**config.mk**
```make
export PLATFORM = sky130hd
export DESIGN_NAME = memory_access_unit
export DESIGN_NICKNAME = d
export VERILOG_FILES = /design/src/rtl/memory_access_unit.sv
export SDC_FILE = /design/constraint.sdc
export NUM_CORES = 1
export LEC_CHECK = 0
export CAP_MARGIN = 20
export CORE_UTILIZATION = 40
export CTS_CLUSTER_SIZE = 20
export DETAILED_ROUTE_END_ITERATION = 10
export PLACE_DENSITY = 0.65
export SKIP_CTS_REPAIR_TIMING = 1
export SLEW_MARGIN = 15
export SYNTH_ARGS = -nofsm -noshare
export SYNTH_HDL_FRONTEND = slang
export SYNTH_SLANG_ARGS = --single-unit
```
**constraint.sdc**
```tcl
create_clock -name clk -period 2.58 [get_ports clk]
set_input_delay 0.516 -clock clk [delete_from_list [all_inputs] [get_ports clk]]
set_output_delay 0.516 -clock clk [all_outputs]
set_load 0.1 [all_outputs]
```
**src/rtl/memory_access_unit.sv**
```systemverilog
// memory_access_unit
// Memory-access stage of the SimpleRISC pipeline. It accepts one execute
// bundle at a time, performs the load or store through a req/ack data-memory
// port, and then presents a registered bundle to write-back for one cycle.
// Faults are reported as a flagged completion that never writes back. Two
// kinds of fault exist: an address beyond ADDR_W bits, and a memory that does
// not ack within TIMEOUT request cycles.
//
// Ports
//   clk, reset                 clock; synchronous active-high reset
//   in_valid / in_ready        execute handshake (ready only in IDLE)
//   aluResult, op2, pc,
//   instruction, isLd, isSt,
//   isCall, isWb               incoming bundle
//   mem_req, mem_we, mem_addr,
//   mem_wdata, mem_rdata,
//   mem_ack                    data-memory handshake
//   out_valid, mem_err         one-cycle completion / fault pulses
//   aluResult_out, ldResult,
//   pc_out, instruction_out,
//   isLd_out, isCall_out,
//   isWb_out                   registered bundle to write-back
module memory_access_unit #(
  parameter int ADDR_W  = 16,
  parameter int TIMEOUT = 8
) (
  input  logic              clk,
  input  logic              reset,
  input  logic              in_valid,
  output logic              in_ready,
  input  logic [31:0]       aluResult,
  input  logic [31:0]       op2,
  input  logic [31:0]       pc,
  input  logic [31:0]       instruction,
  input  logic              isLd,
  input  logic              isSt,
  input  logic              isCall,
  input  logic              isWb,
  output logic              mem_req,
  output logic              mem_we,
  output logic [ADDR_W-1:0] mem_addr,
  output logic [31:0]       mem_wdata,
  input  logic [31:0]       mem_rdata,
  input  logic              mem_ack,
  output logic              out_valid,
  output logic [31:0]       aluResult_out,
  output logic [31:0]       ldResult,
  output logic [31:0]       pc_out,
  output logic [31:0]       instruction_out,
  output logic              isLd_out,
  output logic              isCall_out,
  output logic              isWb_out,
  output logic              mem_err
);

  // The counter runs 0..TIMEOUT-1, one count per unacked request cycle.
  localparam int CNT_W = (TIMEOUT > 1) ? $clog2(TIMEOUT) : 1;
  localparam logic [CNT_W-1:0] CNT_LAST = CNT_W'(TIMEOUT - 1);

  typedef enum logic [1:0] {S_IDLE, S_ACCESS, S_DONE} state_t;

  state_t r_state, w_next;

  logic              w_is_mem;
  logic              w_range_ok;
  logic              w_cnt_last;
  logic [CNT_W-1:0]  r_cnt;

  // Bundle captured at accept, held while the access is in flight.
  logic [31:0]       r_alu_q, r_pc_q, r_instr_q;
  logic              r_isLd_q, r_isCall_q, r_isWb_q;

  // Memory request registers, stable for the whole ACCESS phase.
  logic [ADDR_W-1:0] r_mem_addr;
  logic              r_mem_we;
  logic [31:0]       r_mem_wdata;

  // Published bundle: only rewritten on entry to DONE, so it holds between
  // completions.
  logic [31:0]       r_alu_out, r_ld_out, r_pc_out, r_instr_out;
  logic              r_isLd_out, r_isCall_out, r_wb_out, r_err;

  assign w_is_mem   = isLd | isSt;
  assign w_range_ok = ~|aluResult[31:ADDR_W];
  assign w_cnt_last = (r_cnt == CNT_LAST);

  always_ff @(posedge clk) begin
    if (reset) r_state <= S_IDLE;
    else       r_state <= w_next;
  end

  always_comb begin
    w_next = r_state;
    case (r_state)
      S_IDLE:   if (in_valid) w_next = (w_is_mem && w_range_ok) ? S_ACCESS : S_DONE;
      // Ack is checked first so an ack on the last allowed cycle still wins.
      S_ACCESS: if (mem_ack || w_cnt_last) w_next = S_DONE;
      S_DONE:   w_next = S_IDLE;
      default:  w_next = S_IDLE;
    endcase
  end

  always_ff @(posedge clk) begin
    if (reset) begin
      r_cnt        <= '0;
      r_alu_q      <= '0;
      r_pc_q       <= '0;
      r_instr_q    <= '0;
      r_isLd_q     <= 1'b0;
      r_isCall_q   <= 1'b0;
      r_isWb_q     <= 1'b0;
      r_mem_addr   <= '0;
      r_mem_we     <= 1'b0;
      r_mem_wdata  <= '0;
      r_alu_out    <= '0;
      r_ld_out     <= '0;
      r_pc_out     <= '0;
      r_instr_out  <= '0;
      r_isLd_out   <= 1'b0;
      r_isCall_out <= 1'b0;
      r_wb_out     <= 1'b0;
      r_err        <= 1'b0;
    end else begin
      case (r_state)
        S_IDLE: begin
          if (in_valid) begin
            r_alu_q    <= aluResult;
            r_pc_q     <= pc;
            r_instr_q  <= instruction;
            r_isLd_q   <= isLd;
            r_isCall_q <= isCall;
            r_isWb_q   <= isWb;
            if (w_is_mem && w_range_ok) begin
              r_mem_addr  <= aluResult[ADDR_W-1:0];
              // A bundle flagged as both load and store is treated as a load.
              r_mem_we    <= isSt & ~isLd;
              r_mem_wdata <= op2;
              r_cnt       <= '0;
            end else begin
              // No memory access needed: publish straight from the inputs.
              // A memory op reaching here is an out-of-range fault.
              r_alu_out    <= aluResult;
              r_pc_out     <= pc;
              r_instr_out  <= instruction;
              r_isLd_out   <= isLd;
              r_isCall_out <= isCall;
              r_ld_out     <= '0;
              r_wb_out     <= isWb & ~w_is_mem;
              r_err        <= w_is_mem;
            end
          end
        end
        S_ACCESS: begin
          if (mem_ack || w_cnt_last) begin
            r_alu_out    <= r_alu_q;
            r_pc_out     <= r_pc_q;
            r_instr_out  <= r_instr_q;
            r_isLd_out   <= r_isLd_q;
            r_isCall_out <= r_isCall_q;
            r_ld_out     <= (mem_ack && !r_mem_we) ? mem_rdata : 32'd0;
            r_wb_out     <= mem_ack & r_isWb_q;
            r_err        <= ~mem_ack;
          end else begin
            r_cnt <= r_cnt + 1'b1;
          end
        end
        default: ;
      endcase
    end
  end

  assign in_ready        = (r_state == S_IDLE);
  assign mem_req         = (r_state == S_ACCESS);
  assign mem_we          = r_mem_we;
  assign mem_addr        = r_mem_addr;
  assign mem_wdata       = r_mem_wdata;
  assign out_valid       = (r_state == S_DONE);
  assign mem_err         = (r_state == S_DONE) & r_err;
  assign isWb_out        = (r_state == S_DONE) & r_wb_out;
  assign aluResult_out   = r_alu_out;
  assign ldResult        = r_ld_out;
  assign pc_out          = r_pc_out;
  assign instruction_out = r_instr_out;
  assign isLd_out        = r_isLd_out;
  assign isCall_out      = r_isCall_out;

endmodule

```
==> metrics.md <==
| Metric | Value |
|---|---|
| CP delay by family, top | flip-flops |
| CP cell instances | nand2b_4 > inv_2 > buf_12 |
| Overflow after GRT | 0 |
| Post-synthesis sequential area ratio | 0.4771 |
| Layout cells sized above 1 | 0.2404 |
| Req. time, crit path | 2.06 ns |
| Final period utilization | 0.9260 |
| Initial antenna violation count | 2 |
| Post-route insts no fill | a little over 2000 |
| Synth cell types | 32 |
| Initial Util | 0.4111 |
| Post-DP HPWL | 23720 um |
| Slowest stage delay, CP | 0.54 ns |
| WS Path Type | reg -> out |
| Synth Register Bits | 285 |
| Clock transition at path regs | 0.06 ns |
| FILL cells | 2626 |
| Top_reg_cell synth | dfxtp_1 |
| Synth warnings | 0 |
| 1st-iter DRT viols | 493 |
| Die span in x | 174.9 um |
| Ys async rst share | 0 |
| PwrDens | approximately 670 mW/mm^2 |
| Power share of the clock group | 0.396 |
| Max cap viols | 0 |
| CTS Buf Count | 31 |
| Hold Path Class | in -> reg |
| Die Y | roughly 170 um |
| Leading area contributor after synthesis | dfxtp_1 |
| First-pass GRT wire length | about 55000 um |
| Maximum vdd drop | 0.0005017 V |
| Reg-to-reg slack, setup | 0.55 ns |
| FF-to-FF path depth | 8 |
| H-Tree Depth | 1 |
| Pre-antenna DRT Iters | 4 |
| Root buf cell | clkbuf_16 |
| NetSw | around 3.2 mW |
| Syn_nets | 1503 |
| Mapped Area | ~0.012 mm^2 |
| Number of flops mapped to enable cells by yosys | 0 |
| Design Area, Final | 0.01663 mm^2 |
| Hold path depth | 2 |
| Final Skew | between 0.02 and 0.025 ns |
| F_max | 0.4186 GHz |
| Worst r2r src | r_cnt[0] |
| RSZ-0062 raised after global routing | no |
| Endpoint, Worst Hold | r_alu_q[24] |
| # port buffers | 351 |
| Slew @ Worst Pin | 0.6247 ns |
| # DRC | 0 |
| Arr. time, crit path | 1.87 ns |
| Switch share | 0.2905 |
| Final worst slack | roughly 0.19 ns |
| Hold WS | between 0.3 and 0.4 ns |
| Power Internal | 7.901 mW |
| Clk_lat worst skew | 0.55 ns |
| Placed cells | around 2000 |
| Mapped Cells | ~1300 |
| Synth Area per Inst | 8.971 um^2 |
| Hold Vio Cnt, Final | 0 |
| Setup crit start kind | register |
| GRT Util Overall | 0.2213 |
| Vias per inst | 5.148 |
| CP Buf/Inv Count | 2 |
| Die area | 0.03059 mm^2 |
| Max-slew violations | 0 |
| Power, Total | 11.14 mW |
| Number of global-route vias before repair | between 10000 and 15000 |
| Final setup vio count | 0 |
| Kind of end point of the critical path | output port |
| Top cells by area, synth | dfxtp_1 48%, nand2_1 13%, mux2_2 9.2%, mux2i_1 8.4%, a21oi_1 6.3% |
| # rows | 62 |
| CTS tree | done |
| Pin count of the biggest net entering global routing | 64 |
| LEAKAGE | 6.898 nW |
| RR Endpoint | pc_out[5] |
| Core area | 0.02909 mm^2 |
| Min Tclk post-route | between 2 and 2.5 ns |
| Clock Tree Buf Depth | 3 |
| CP max stage cell | dfxtp_1 |
| Max_slew headroom | 0.5836 |
| Area growth from synthesis to layout | 39.10% |
| CTS sink count | 285 |
| Final ANT Viol Nets | 0 |
| Dpl ws | -0.01493 ns |
| Via Count | 10550 |
| Worst Min Path Start | reset |
| WL/cell | 17.33 um |
| CP Max Fanout | 19 |
| DP Area | between 0.015 and 0.02 mm^2 |
| Share of the synthesized area in the top cell type | 0.4771 |
| # IOs | 352 |
| Sequential share of power | 0.423 |
| WL final | roughly 36000 um |
| Comb pwr share | 0.181 |
| Nets | 1811 |
| Gpl congestion | 0.7952 |
| Outcome | finished clean |
layer usage:
metal  GRT usage  vias to the layer above  wire length [um]
met5           0                        -                 0
met4     0.06522                        0               830
met3     0.04917                       48              2398
met2      0.3669                      300             16850
met1      0.2867                     4968             15450
li1            -                     5238                 -
cell type report:
cell class,instances,area [um^2],share of cell area
antenna,2,5.005,0.0003009
multi-input combinational,919,5699,0.3426
inverter,2,12.51,0.0007522
sequential,285,5707,0.3431
clock buffer,45,908.4,0.05461
timing repair buffer,402,3709,0.2229
clock inverter,11,113.9,0.006845
tap,384,480.5,0.02888
cell usage after synthesis, types with 3 or more instances:
cell type    n
a21oi_1    151
a32o_1      32
and2_1       3
buf_2       18
buf_4        3
buf_8        8
clkbuf_1    98
dfxtp_1    285
mux2_2      98
mux2i_1    100
nand2_1    399
nand3_1      3
nand4_1     49
nor2_1       4
nor2b_1      5
nor3_1       3
nor4_2       3
o21ai_0      3
o31ai_1     50
sequential cells by signal (all words and copies together) (netlist names), 3 cells and up:
signal,flops
aluResult_out,32
instruction_out,32
ldResult,32
mem_wdata,32
pc_out,32
r_alu_q,32
r_instr_q,32
r_pc_q,32
mem_addr,16
r_cnt,3
power by group through the flow:
stage | combinational [mW] | clock, mW | sequential [mW]
floorplan | 0.599 | 0 | 5.52
global placement | 2.01 | 0 | 4.79
detailed placement | 2.02 | 0 | 4.80
CTS | 2.03 | 4.51 | 4.71
global route | 2.12 | 4.70 | 4.73
finish | 2.02 | 4.41 | 4.71
worst register-to-register path: stages, from the launching register on:
cell and delay [ns]:
dfxtp_1 0.33, ha_1 0.20, ha_1 0.19, nor3b_1 0.32, nor3_1 0.14, o31ai_4 0.09, buf_4 0.22, buf_4 0.26
mux2i_1 0.21
cell families (layout without fill, tap and decap cells):
logic type / after synthesis / count (layout) / synth area share
flops: 285 / 285 / 0.4771
other cells: 0 / 2 / 0
compound gates: 241 / 241 / 0.1260
mux: 198 / 198 / 0.1760
fa+ha+maj: 2 / 2 / 0.002092
buf+inv: 129 / 460 / 0.05085
simple gates: 478 / 478 / 0.1680
how the worst max path moves through the flow:
stage / endpoint / cells after the start / startpoint / slack, ns
2_1_floorplan: isWb_out / 3 / r_state[1] / 0.21
3_3_place_gp: pc_out[5] / 7 / aluResult[24] / 0.03
3_5_place_dp: pc_out[5] / 7 / aluResult[24] / -0.01
4_1_cts: mem_req / 3 / r_state[0] / -0.01
5_1_grt: mem_req / 3 / r_state[1] / 0.07
6_report: mem_req / 3 / r_state[1] / 0.19
cells in the final DEF, fill, tap and decap left out, types with 3 or more instances in the layout:
cell type / n
clkbuf_1: 6
nand4_1: 49
o21ai_0: 3
mux2_2: 98
nor4_2: 3
clkinv_2: 6
clkdlybuf4s50_1: 166
buf_4: 214
buf_12: 22
mux2i_1: 100
nor2b_1: 4
dfxtp_1: 284
clkbuf_8: 8
a32o_1: 32
clkbuf_16: 31
o31ai_1: 49
nand3_1: 3
nand2_1: 398
nor3_1: 3
nor2_1: 4
a21oi_1: 151
stage by stage:
step | TNS (ns) | util
after floorplan | 0 | -
after global placement | 0 | 0.5365
after detailed placement | -0.05929 | 0.5365
after CTS | -0.01397 | 0.5716
after global routing | 0 | 0.5718
final | 0 | 0.5718
Note: power is estimated with default switching activity, not from simulation.
